--- config.mk ---
export PLATFORM = sky130hd
export DESIGN_NAME = dct_stage2_rdout
export DESIGN_NICKNAME = d
export VERILOG_FILES = /design/src/rtl/dct_stage2_rdout.sv
export SDC_FILE = /design/constraint.sdc
export NUM_CORES = 1
export LEC_CHECK = 0
export ABC_AREA = 1
export CORE_MARGIN = 2
export CORE_UTILIZATION = 54
export DETAILED_ROUTE_END_ITERATION = 16
export PLACE_DENSITY = 0.85
export SLEW_MARGIN = 15
export SYNTH_ARGS = -nofsm -noshare
export SYNTH_HDL_FRONTEND = slang
export SYNTH_SLANG_ARGS = --single-unit
export TNS_END_PERCENT = 100
--- constraint.sdc ---
create_clock -name clk -period 13.2 [get_ports clk]
set_clock_uncertainty 0.05 [all_clocks]
set_input_delay 3.3 -clock clk [delete_from_list [all_inputs] [get_ports clk]]
set_output_delay 3.3 -clock clk [all_outputs]
set_load 0.03 [all_outputs]
--- src/rtl/dct_stage2_rdout.sv ---
// dct_stage2_rdout
// Read-side companion to the stage-2 DCT flip-flop bank. Snapshots a full
// 8x8 coefficient block, acknowledges the bank so it can be refilled, and
// streams the 64 coefficients one per beat over valid/ready.
//
// Ports:
//   clk        rising-edge clock
//   rst        synchronous reset, active low
//   blk_valid  bank holds a complete block (held until blk_ack)
//   data_in    bank contents, data_in[col][row], SIZE bits each
//   blk_ack    one-cycle pulse: snapshot taken, bank may be overwritten
//   out_data   current coefficient
//   out_row    row index of out_data
//   out_col    column index of out_data
//   out_last   high on the 64th beat of a block
//   out_valid  out_* fields are valid
//   out_ready  downstream accepts the beat
//
// Build option: DCT_RDOUT_ZIGZAG_EN selects JPEG zigzag scan order;
// without it the scan is column-major raster and no table is built.
//
// state  | meaning
// IDLE   | no block held, waiting for blk_valid
// STREAM | snapshot held, presenting beat k (0..63)

module dct_stage2_rdout #(
    parameter int SIZE = 2
) (
    input  logic                         clk,
    input  logic                         rst,
    input  logic                         blk_valid,
    input  logic [7:0][7:0][SIZE-1:0]    data_in,
    output logic                         blk_ack,
    output logic signed [SIZE-1:0]       out_data,
    output logic [2:0]                   out_row,
    output logic [2:0]                   out_col,
    output logic                         out_last,
    output logic                         out_valid,
    input  logic                         out_ready
);

    typedef enum logic {ST_IDLE, ST_STREAM} state_t;

    state_t                      state;
    logic [7:0][7:0][SIZE-1:0]   snap;
    logic [5:0]                  beat;

    logic                        capture;
    logic                        advance;
    logic [5:0]                  nxt_beat;
    logic [5:0]                  nxt_pos;
    logic [2:0]                  nxt_row;
    logic [2:0]                  nxt_col;
    logic [SIZE-1:0]             nxt_data;

`ifdef DCT_RDOUT_ZIGZAG_EN
    // Entry k is {row, col} of zigzag beat k, i.e. row*8 + col.
    localparam logic [5:0] ZZ_POS [64] = '{
         0,  1,  8, 16,  9,  2,  3, 10, 17, 24, 32, 25, 18, 11,  4,  5,
        12, 19, 26, 33, 40, 48, 41, 34, 27, 20, 13,  6,  7, 14, 21, 28,
        35, 42, 49, 56, 57, 50, 43, 36, 29, 22, 15, 23, 30, 37, 44, 51,
        58, 59, 52, 45, 38, 31, 39, 46, 53, 60, 61, 54, 47, 55, 62, 63
    };

    function automatic logic [5:0] scan_pos(input logic [5:0] idx);
        return ZZ_POS[idx];
    endfunction
`else
    // Column-major raster: col = k[5:3], row = k[2:0]; returned as {row, col}.
    function automatic logic [5:0] scan_pos(input logic [5:0] idx);
        return {idx[2:0], idx[5:3]};
    endfunction
`endif

    // A new block is taken either from idle or on the very edge the last
    // beat leaves, which keeps back-to-back blocks bubble-free.
    always_comb begin
        capture  = blk_valid && ((state == ST_IDLE) || (out_ready && beat == 6'd63));
        advance  = (state == ST_STREAM) && out_ready && (beat != 6'd63);
        nxt_beat = capture ? 6'd0 : beat + 6'd1;
        nxt_pos  = scan_pos(nxt_beat);
        nxt_row  = nxt_pos[5:3];
        nxt_col  = nxt_pos[2:0];
        // On capture the snapshot is not loaded yet, so beat 0 comes straight from the bank.
        nxt_data = capture ? data_in[nxt_col][nxt_row] : snap[nxt_col][nxt_row];
    end

    always_ff @(posedge clk) begin
        if (capture && rst)
            snap <= data_in;
    end

    always_ff @(posedge clk) begin
        if (!rst) begin
            state     <= ST_IDLE;
            blk_ack   <= 1'b0;
            out_valid <= 1'b0;
            out_last  <= 1'b0;
            out_data  <= '0;
            out_row   <= 3'd0;
            out_col   <= 3'd0;
            beat      <= 6'd0;
        end else begin
            blk_ack <= capture;
            if (capture) begin
                state     <= ST_STREAM;
                out_valid <= 1'b1;
                out_last  <= 1'b0;
                beat      <= 6'd0;
                out_data  <= nxt_data;
                out_row   <= nxt_row;
                out_col   <= nxt_col;
            end else if (advance) begin
                beat     <= nxt_beat;
                out_last <= (nxt_beat == 6'd63);
                out_data <= nxt_data;
                out_row  <= nxt_row;
                out_col  <= nxt_col;
            end else if (state == ST_STREAM && out_ready) begin
                state     <= ST_IDLE;
                out_valid <= 1'b0;
                out_last  <= 1'b0;
                beat      <= 6'd0;
            end
        end
    end

endmodule

==> results_dict.tcl, run 1 <==
set metrics [dict create \
    status "finished, final reports clean" \
    yosysWarningCount 0 \
    area_growth_pct 33.34 \
    vias_per_cell 5.430 \
    synth_nets 707 \
    clock_latency_ns 0.43 \
    arrival_ns 6.12 \
    critical_path_required_ns 13.26 \
    critPathKind "in2reg" \
    pin_count 143 \
    vias 4735 \
    seq_area_frac_synth_pct 67.86 \
    min_period_ns 6.058 \
    share_seq_of_total_power_pct 49.7 \
    wire_per_inst_um 17.45 \
    coreArea_sq_um 11270 \
    whs_ns 0.4164 \
    diodes 0 \
    critPathLaunchType "input pin" \
    yosysUniqueCellTypes 33 \
    clockPowerShare_pct 42.9 \
    ant_nets 0 \
    clk_pin_slew_worst_paths_ns 0.06 \
    drc_errors 0 \
    nets 849 \
    period_share_pct 45.89 \
    start_util_pct 54.70 \
    first_pass_iters 5 \
    cts_root_buf "clkbuf_16" \
    die_y_um 110.9 \
    clock-sinks 145 \
    grt_pass1_vias 4705 \
    p_sw_share_pct 20.75 \
    hp-start "out_row[1]$_SDFFE_PN0P_" \
    hold_class "reg2reg" \
    comb_power_share_pct 7.4 \
    post_cts_resized 0 \
    cts_setup_buffers 0 \
    whs_endpoint "out_row[1]$_SDFFE_PN0P_" \
    fmax_mhz 165.1 \
    grt_pass1_wl_um 23640 \
    hold_viol_final 0 \
    cts_hold_buf 0 \
    drt_iter0_drc 512 \
    critPathCaptureType "flip-flop" \
    grt_max_degree 98 \
    overflow 0 \
    maxCapViolations 0 \
    synth_cells 574 \
    numCtsBuffers 17 \
    reg2reg_depth 9 \
    drive_gt1_share_pct 7.407 \
    die_x_um 110.9 \
    clk_path_buf_depth 2 \
    hpwl_um 10080 \
    holdPathStages 2 \
    rrSetupSlack_ns 9.89 \
    r2r_end "snap[92]$_DFFE_PP_" \
    io_buffers 142 \
    synth-seq-cells 145 \
    yosys.area.top_type_share_pct 62.34 \
    dp_cells 839 \
    met3_usage_pct 7.545 \
    top_usage_layer "met2" \
    routabilityCongestion 0.9124 \
    power_density_nw_per_um2 128.2 \
    cp_max_fo 54 \
    placementRows 39 \
    syn-cell-area_sq_um 6166 \
    p_leak_uw 0.003102 \
    setup_violations 0 \
    fin_tns_setup_ns 0 \
    worstMarginPinSlew_ns 1.070 \
    drv_slew 0 \
    grtUsageTotal_pct 25.49 \
    dieArea_sq_um 12290 \
    met1_usage_pct 31.52 \
    ctsHtreeMaxLevel 4 \
    switchingPower_uw 218.7 \
    slew_headroom_pct 28.52 \
    met2_usage_pct 42.04 \
    wl_um 15220 \
    vdd_drop_max_v 0.0001091 \
    fin_cells 872 \
    intPower_uw 835.6 \
    rsz0062_at_grt "no" \
    synth_area_leaders "edfxtp_1 62%, nand2_1 7.8%, dfxtp_1 5.5%" \
    r2r_start "beat[0]$_SDFFE_PP0P_" \
    syn_avg_cell_area_sq_um 10.74 \
    netlist.top_cell.by_area "edfxtp_1" \
    antenna_found_initial 0 \
    cts_tree "built" \
]
final cells by class:
class	count	area, sq um
multi-input combinational	350	1627
inverter	58	224.0
clock buffer	18	429.2
tap	143	178.9
sequential	145	4184
fill	763	3050
timing repair buffer	144	1456
clock inverter	14	122.6
layout by cell type, fill, tap and decap left out:
cell type	instances
o22ai_1	4
clkinvlp_4	3
clkbuf_1	1
ha_1	1
nor3_1	2
nand2_4	1
buf_16	1
nand4_2	1
nand3_1	56
a21oi_2	3
clkdlybuf4s50_1	142
bufinv_16	2
a21oi_1	20
o21ai_1	7
inv_2	3
edfxtp_1	128
clkinv_1	4
nand2_1	128
dfxtp_1	17
nor2_4	3
or2_2	2
inv_4	2
buf_4	1
inv_1	52
nand4_4	1
o211ai_1	5
nand3_4	3
a22oi_1	1
clkinv_2	6
nand4_1	1
o21bai_1	1
clkbuf_16	17
or2_1	1
nand2_2	5
o21ai_0	21
nor2_1	83
layer usage:
metal / routed length (um) / share of wire [%]
met5: 0 / 0
met4: 423 / 2.8
met3: 1280 / 8.4
met2: 7635 / 50
met1: 5879 / 39
registers in the layout (all words and copies together), names as in the netlist:
register	count
snap	128
beat	6
out_col	3
out_row	3
out_data	2
blk_ack	1
out_last	1
state	1
worst max-delay path by stage:
| stage | end | depth (start not counted) | slack, ns | from |
|---|---|---|---|---|
| 6_report | snap[92]$_DFFE_PP_ | 8 | 7.14 | blk_valid |
| 5_1_grt | snap[68]$_DFFE_PP_ | 8 | 6.97 | blk_valid |
| 4_1_cts | snap[8]$_DFFE_PP_ | 7 | 7.03 | blk_valid |
| 3_5_place_dp | snap[28]$_DFFE_PP_ | 7 | 6.56 | blk_valid |
| 3_3_place_gp | snap[111]$_DFFE_PP_ | 7 | 6.70 | blk_valid |
| 2_1_floorplan | snap[0]$_DFFE_PP_ | 6 | 3.32 | blk_valid |
power by group through the flow:
stage	clock network [uW]	logic [uW]	registers, uW
2_1_floorplan	0	23.5	537
3_3_place_gp	0	74.8	533
3_5_place_dp	0	75.9	534
4_1_cts	455	76.6	524
5_1_grt	473	83.5	525
6_report	453	78.0	524
synth_stat cells:
| cell type | number |
|---|---|
| edfxtp_1 | 128 |
| nand2_1 | 128 |
| nor2_1 | 84 |
| nand3_1 | 56 |
| inv_1 | 52 |
| o21ai_0 | 21 |
| a21oi_1 | 20 |
| dfxtp_1 | 17 |
| buf_2 | 12 |
| o21ai_1 | 7 |
| buf_6 | 6 |
| nand2_2 | 5 |
| o211ai_1 | 5 |
| o22ai_1 | 4 |
| a21oi_2 | 3 |
| inv_2 | 3 |
| buf_4 | 2 |
| inv_4 | 2 |
| nand3_4 | 2 |
| nor2_4 | 2 |
| nor3_1 | 2 |
| or2_2 | 2 |
| a22oi_1 | 1 |
| clkbuf_1 | 1 |
| clkinv_2 | 1 |
| ha_1 | 1 |
| nand2_4 | 1 |
| nand3_2 | 1 |
| nand4_1 | 1 |
| nand4_2 | 1 |
| nand4_4 | 1 |
| o21bai_1 | 1 |
| or2_1 | 1 |
per-stage QoR:
stage	worst slack (ns)	instance area [sq um]	power (uW)	util, %
floorplan	3.321	6166	560.3	-
global placement	6.700	7635	607.6	67.73
detailed placement	6.556	7635	609.4	67.73
CTS	7.026	8187	1056	72.63
global route	6.968	8222	1081	72.94
finish	7.142	8222	1054	72.94
worst max-delay path, cell delays in order:
cell and delay [ns]:
clkdlybuf4s50_1 0.49, inv_1 0.06, or2_1 0.33, nand2_4 0.19, inv_4 0.08, nor2_4 0.65
buf_4 0.64, buf_16 0.33
cells by family (layout without fill, tap and decap cells):
family,Yosys count,after routing,share of synthesized area [%]
buffers and inverters,79,234,6.006
AOI/OAI and AO/OA,62,62,5.581
DFF,145,145,67.86
and+or+nand+nor,287,287,20.35
adders and majority gates,1,1,0.2029
No activity file was read; power rests on OpenSTA's default activity.
==> inputs of run 2 (changes only) <==
CORE_UTILIZATION = 45   (was 54)
PLACE_DENSITY = 0.76   (was 0.85)
clock period = 5.06 ns   (was 13.2 ns; I/O delays follow)
==> run 2 against run 1 <==
  * Sequential cell count is the same
  * Non-clock buffer count grew 3
  * Die area grew 19%
  * Count of clock-buffer cells in the layout grew 2
  * Via count shrank 1.8%
  * Critical path depth grew 5
  * First-iteration DRC count shrank 6.8%
  * Largest cell class unchanged
==> results_dict.tcl, run 2 (synthesis gave the netlist of run 1 again) <==
set metrics [dict create \
    diodes 0 \
    layout_setup_ws_ns 1.412 \
    worstMarginPinSlew_ns 0.8467 \
    r2r_end "out_data[1]$_SDFFE_PN0P_" \
    vdd_drop_max_v 0.0002352 \
    cts_hold_buf 0 \
    die_x_um 121.1 \
    vias_per_cell 5.135 \
    critPathKind "in2reg" \
    hold_class "reg2reg" \
    drive_gt1_share_pct 7.534 \
    hp-start "out_col[1]$_SDFFE_PN0P_" \
    critical_path_required_ns 5.36 \
    maxCapViolations 0 \
    arrival_ns 3.95 \
    die_y_um 121.1 \
    placementRows 42 \
    place_ws_ns 1.073 \
    post_cts_resized 0 \
    drt_iter0_drc 477 \
    r2r_start "beat[0]$_SDFFE_PP0P_" \
    layout_commonest_cell "clkdlybuf4s50_1" \
    area_growth_pct 33.52 \
    comb_power_share_pct 7.7 \
    period_share_pct 72.10 \
    antenna_found_initial 0 \
    intPower_uw 2084 \
    overflow 0 \
    met2_usage_pct 34.90 \
    fmax_mhz 274.1 \
    cp_max_fo 55 \
    cp_num_buf_inv 2 \
    numCtsBuffers 17 \
    cts_root_buf "clkbuf_16" \
    rsz0062_at_grt "no" \
    grt_pass1_vias 4691 \
    share_seq_of_total_power_pct 51.6 \
    largest_register_ffs 128 \
    critical-path-top-delay-family "simple AND/OR/NAND/NOR gates" \
    p_sw_share_pct 21.24 \
    slew_headroom_pct 43.55 \
    mostFrequentLayoutCells "142 x clkdlybuf4s50_1, 128 x nand2_1, 128 x edfxtp_1, 83 x nor2_1, 56 x nand3_1" \
    ctsHtreeMaxLevel 4 \
    largest-register "snap" \
    pin_count 143 \
    vias 4652 \
    grt_max_degree 78 \
    io_buffers 142 \
    clk_pin_slew_worst_paths_ns 0.06 \
    coreArea_sq_um 13300 \
    rrSetupSlack_ns 2.04 \
    critPathCaptureType "flip-flop" \
    drv_slew 0 \
    clock_latency_ns 0.43 \
    fin_tns_setup_ns 0 \
    whs_endpoint "out_col[1]$_SDFFE_PN0P_" \
    hpwl_um 10440 \
    top_usage_layer "met2" \
    slowest_delay_ns 0.68 \
    nets 852 \
    crit_chain "clkdlybuf4s50_1 -> inv_1 -> or2_1 -> nand4_4 -> nor2_1 -> o21ai_0 -> nand3_1 -> nand3_1 -> nand3_1 -> nand3_1 -> nand2_1 -> nand2_1 -> a21oi_2" \
    grtUsageTotal_pct 21.86 \
    fin_util_pct 61.92 \
    min_period_ns 3.648 \
    start_util_pct 46.38 \
    holdPathStages 2 \
    ant_nets 0 \
    critPathLaunchType "input pin" \
    met3_usage_pct 6.156 \
    wire_per_inst_um 16.83 \
    grt_pass1_wl_um 23630 \
    crit_slowest_cell "nand4_4" \
    cts_tree "built" \
    clk_path_buf_depth 2 \
    power_density_nw_per_um2 321.4 \
    clockPowerShare_pct 40.7 \
    hold_viol_final 0 \
    switchingPower_uw 561.9 \
    reg2reg_depth 15 \
    status "finished, final reports clean" \
    crit_top_cell "nand3_1" \
    drc_errors 0 \
    setup_violations 0 \
    cts_setup_buffers 0 \
    p_leak_uw 0.003100 \
    clock-sinks 145 \
    first_pass_iters 8 \
    met1_usage_pct 27.49 \
    biggestRegsByFlops "snap (128), beat (6)" \
    wl_um 15250 \
    routabilityCongestion 0.9225 \
    dieArea_sq_um 14650 \
]
run 2: cell type report:
| type | instances | area (sq um) |
|---|---|---|
| flip-flops and latches | 145 | 4184 |
| clock inverters | 10 | 65.06 |
| inverters | 58 | 224.0 |
| clock buffers | 20 | 436.7 |
| well taps | 176 | 220.2 |
| multi-input cells | 350 | 1619 |
| fillers | 1041 | 5062 |
| repair buffers | 147 | 1484 |
run 2: how the worst max path moves through the flow:
stage / start / to / slack, ns / cells after the start
2_1_floorplan: blk_valid / snap[0]$_DFFE_PP_ / 0.88 / 6
5_1_grt: blk_valid / out_data[0]$_SDFFE_PN0P_ / 1.23 / 17
4_1_cts: blk_valid / out_data[1]$_SDFFE_PN0P_ / 1.49 / 13
3_5_place_dp: blk_valid / out_data[1]$_SDFFE_PN0P_ / 1.07 / 13
6_report: blk_valid / out_data[1]$_SDFFE_PN0P_ / 1.41 / 13
3_3_place_gp: blk_valid / out_data[0]$_SDFFE_PN0P_ / 1.10 / 13
run 2: per-layer routing:
metal | wire (um) | up-vias | part of all wire (%)
met2 | 7163 | 247 | 47
met3 | 1245 | 39 | 8.2
li1 | - | 2226 | -
met4 | 530 | 0 | 3.5
met1 | 6305 | 2140 | 41
met5 | 0 | - | 0
run 2: worst min-delay path, delay by kind of cell (launching register included):
| family | cells | cell delay [ns] |
|---|---|---|
| DFF | 1 | 0.31 |
| AOI/OAI and AO/OA | 1 | 0.05 |
| and+or+nand+nor | 1 | 0.06 |
run 2: power groups by stage:
stage               combinational, uW  clock, uW  sequential, uW
CTS                               203       1090            1370
finish                            204       1080            1370
global placement                  199          0            1390
global route                      219       1140            1370
detailed placement                202          0            1390
floorplan                        62.0          0            1390
run 2: metrics by stage:
stage	cells	hold slack [ns]	power [uW]	cell area (sq um)
floorplan	574	0.4183	1456	6173
global placement	876	0.4071	1588	7731
detailed placement	876	0.4118	1592	7731
CTS	906	0.4207	2660	8233
global route	906	0.4411	2729	8233
finish	906	0.4133	2646	8233
==> inputs of run 3 (changes only) <==
clock period = 3.2 ns   (was 5.06 ns; I/O delays follow)
==> run 3 against run 2 <==
  * Largest cell class unchanged
  * Worst hold slack improved by 0.0043 ns
  * Critical endpoint is now out_data[0]$_SDFFE_PN0P_
  * Final area grew 5.2%
  * Utilization is 3.2 points higher
  * Cell count rose by 2.8%
  * Highest routed layer unchanged
  * First-iteration DRC count decreased by 43%
  * Critical path type unchanged
  * Clock power grew 77%
  * Sequential share of layout area down 2.5 points
  * Die area did not move
  * Critical path depth up 3
  * Sequential power up 58%
==> results_dict.tcl, run 3 (synthesis gave the netlist of run 1 again) <==
set metrics [dict create \
    cts_hold_buf 0 \
    critPathKind "in2reg" \
    fmax_mhz 358.3 \
    largest-register "snap" \
    grtUsageTotal_pct 22.89 \
    pin_count 143 \
    arrival_ns 3.10 \
    hold_viol_final 0 \
    coreArea_sq_um 13300 \
    worstMarginPinSlew_ns 0.4948 \
    post_cts_resized 0 \
    clk_pin_slew_worst_paths_ns 0.06 \
    dieArea_sq_um 14650 \
    overflow 0 \
    first_pass_iters 7 \
    clock_latency_ns 0.42 \
    start_util_pct 46.38 \
    grt_pass1_vias 4780 \
    area_growth_pct 40.42 \
    critPathCaptureType "flip-flop" \
    vias 4669 \
    critical_path_required_ns 3.51 \
    numCtsBuffers 17 \
    final_cell_area_sq_um 8658 \
    hpwl_um 11380 \
    placementRows 42 \
    status "finished, final reports clean" \
    hold_class "reg2reg" \
    drive_gt1_share_pct 11.13 \
    cts_root_buf "clkbuf_16" \
    power_uw 4421 \
    fin_cells 931 \
    diodes 0 \
    critPathLaunchType "input pin" \
    die_x_um 121.1 \
    biggestRegsByFlops "snap (128), beat (6)" \
    nets 875 \
    rrSetupSlack_ns 0.71 \
    die_y_um 121.1 \
    ant_nets 0 \
    cts_tree "built" \
    mostFrequentLayoutCells "142 x clkdlybuf4s50_1, 128 x nand2_1, 128 x edfxtp_1, 83 x nor2_1, 56 x nand3_1" \
    power_density_nw_per_um2 510.6 \
    routabilityCongestion 0.8705 \
    largest_register_ffs 128 \
    dpl_cell_area_sq_um 8088 \
    clk_path_buf_depth 2 \
    ctsHtreeMaxLevel 4 \
    io_buffers 142 \
    wire_per_inst_um 16.96 \
    grt_pass1_wl_um 24950 \
    cp_max_fo 8 \
    drv_slew 0 \
    drc_errors 0 \
    grt_max_degree 34 \
    setup_violations 0 \
    antenna_found_initial 0 \
    slew_headroom_pct 66.98 \
    p_leak_uw 0.003288 \
    vias_per_cell 5.015 \
    layout_commonest_cell "clkdlybuf4s50_1" \
    dp_cells 899 \
    maxCapViolations 0 \
    wl_um 15790 \
    vdd_drop_max_v 0.0003366 \
    clock-sinks 145 \
    period_share_pct 87.21 \
    cts_setup_buffers 0 \
    drt_iter0_drc 272 \
    rsz0062_at_grt "no" \
    min_period_ns 2.791 \
]
## run 3: cell count changes in the layout (fill, tap and decap cells not counted)
cell	before	now
buf_12	2	15
buf_4	3	13
bufinv_16	0	2
clkbuf_1	3	1
clkinv_1	2	1
clkinv_4	3	1
clkinvlp_4	1	6
inv_1	52	51
inv_4	2	1
inv_8	0	2
nand2_4	1	0
nand2_8	0	1
## run 3: routing by layer
| layer | vias to the layer above | global-route usage (%) | routed length, um |
|---|---|---|---|
| met5 | - | 0 | 0 |
| met4 | 0 | 8.576 | 328 |
| met3 | 27 | 5.639 | 1120 |
| met2 | 186 | 36.73 | 7618 |
| met1 | 2190 | 30.13 | 6718 |
| li1 | 2266 | - | - |
## run 3: final cells by class
cell class	instances	area [sq um]
clock buffer	18	429.2
clock inverter	14	141.4
fill	1002	4637
inverter	58	236.5
multi-input combinational	350	1628
sequential	145	4184
tap	176	220.2
timing repair buffer	170	1819
## run 3: final timing paths
kind / from / endpoint / depth (start not counted)
max: blk_valid / out_data[0]$_SDFFE_PN0P_ / 16
min: out_row[2]$_SDFFE_PN0P_ / out_row[2]$_SDFFE_PN0P_ / 2
max reg2reg: beat[0]$_SDFFE_PP0P_ / out_data[1]$_SDFFE_PN0P_ / 14
min reg2reg: out_row[2]$_SDFFE_PN0P_ / out_row[2]$_SDFFE_PN0P_ / 2
## run 3: metrics by stage
stage	setup TNS [ns]	hold slack [ns]	setup WS, ns	utilization (%)
floorplan	-59.02	0.4183	-0.4611	-
global placement	-0.03754	0.4054	-0.03754	60.83
detailed placement	-0.02744	0.4092	-0.02744	60.83
CTS	0	0.4197	0.3946	65.12
global route	0	0.4300	0.1902	65.12
finish	0	0.4176	0.4093	65.12
## run 3: critical path, stage by stage
cell	delay (ns)
clkdlybuf4s50_1	0.51
inv_8	0.08
or2_1	0.31
nand2_8	0.08
buf_4	0.18
nor2_1	0.21
nand2_2	0.09
clkinv_2	0.13
nand2_1	0.07
a21oi_1	0.21
nor2_1	0.07
nand2_1	0.06
nand3_1	0.08
nand3_1	0.07
nand2_1	0.06
a21oi_2	0.10
## run 3: power breakdown
part           total (uW)  internal [uW]  switching, uW
registers            2160           2140           23.1
clock network        1910           1140            770
logic                 349            205            144
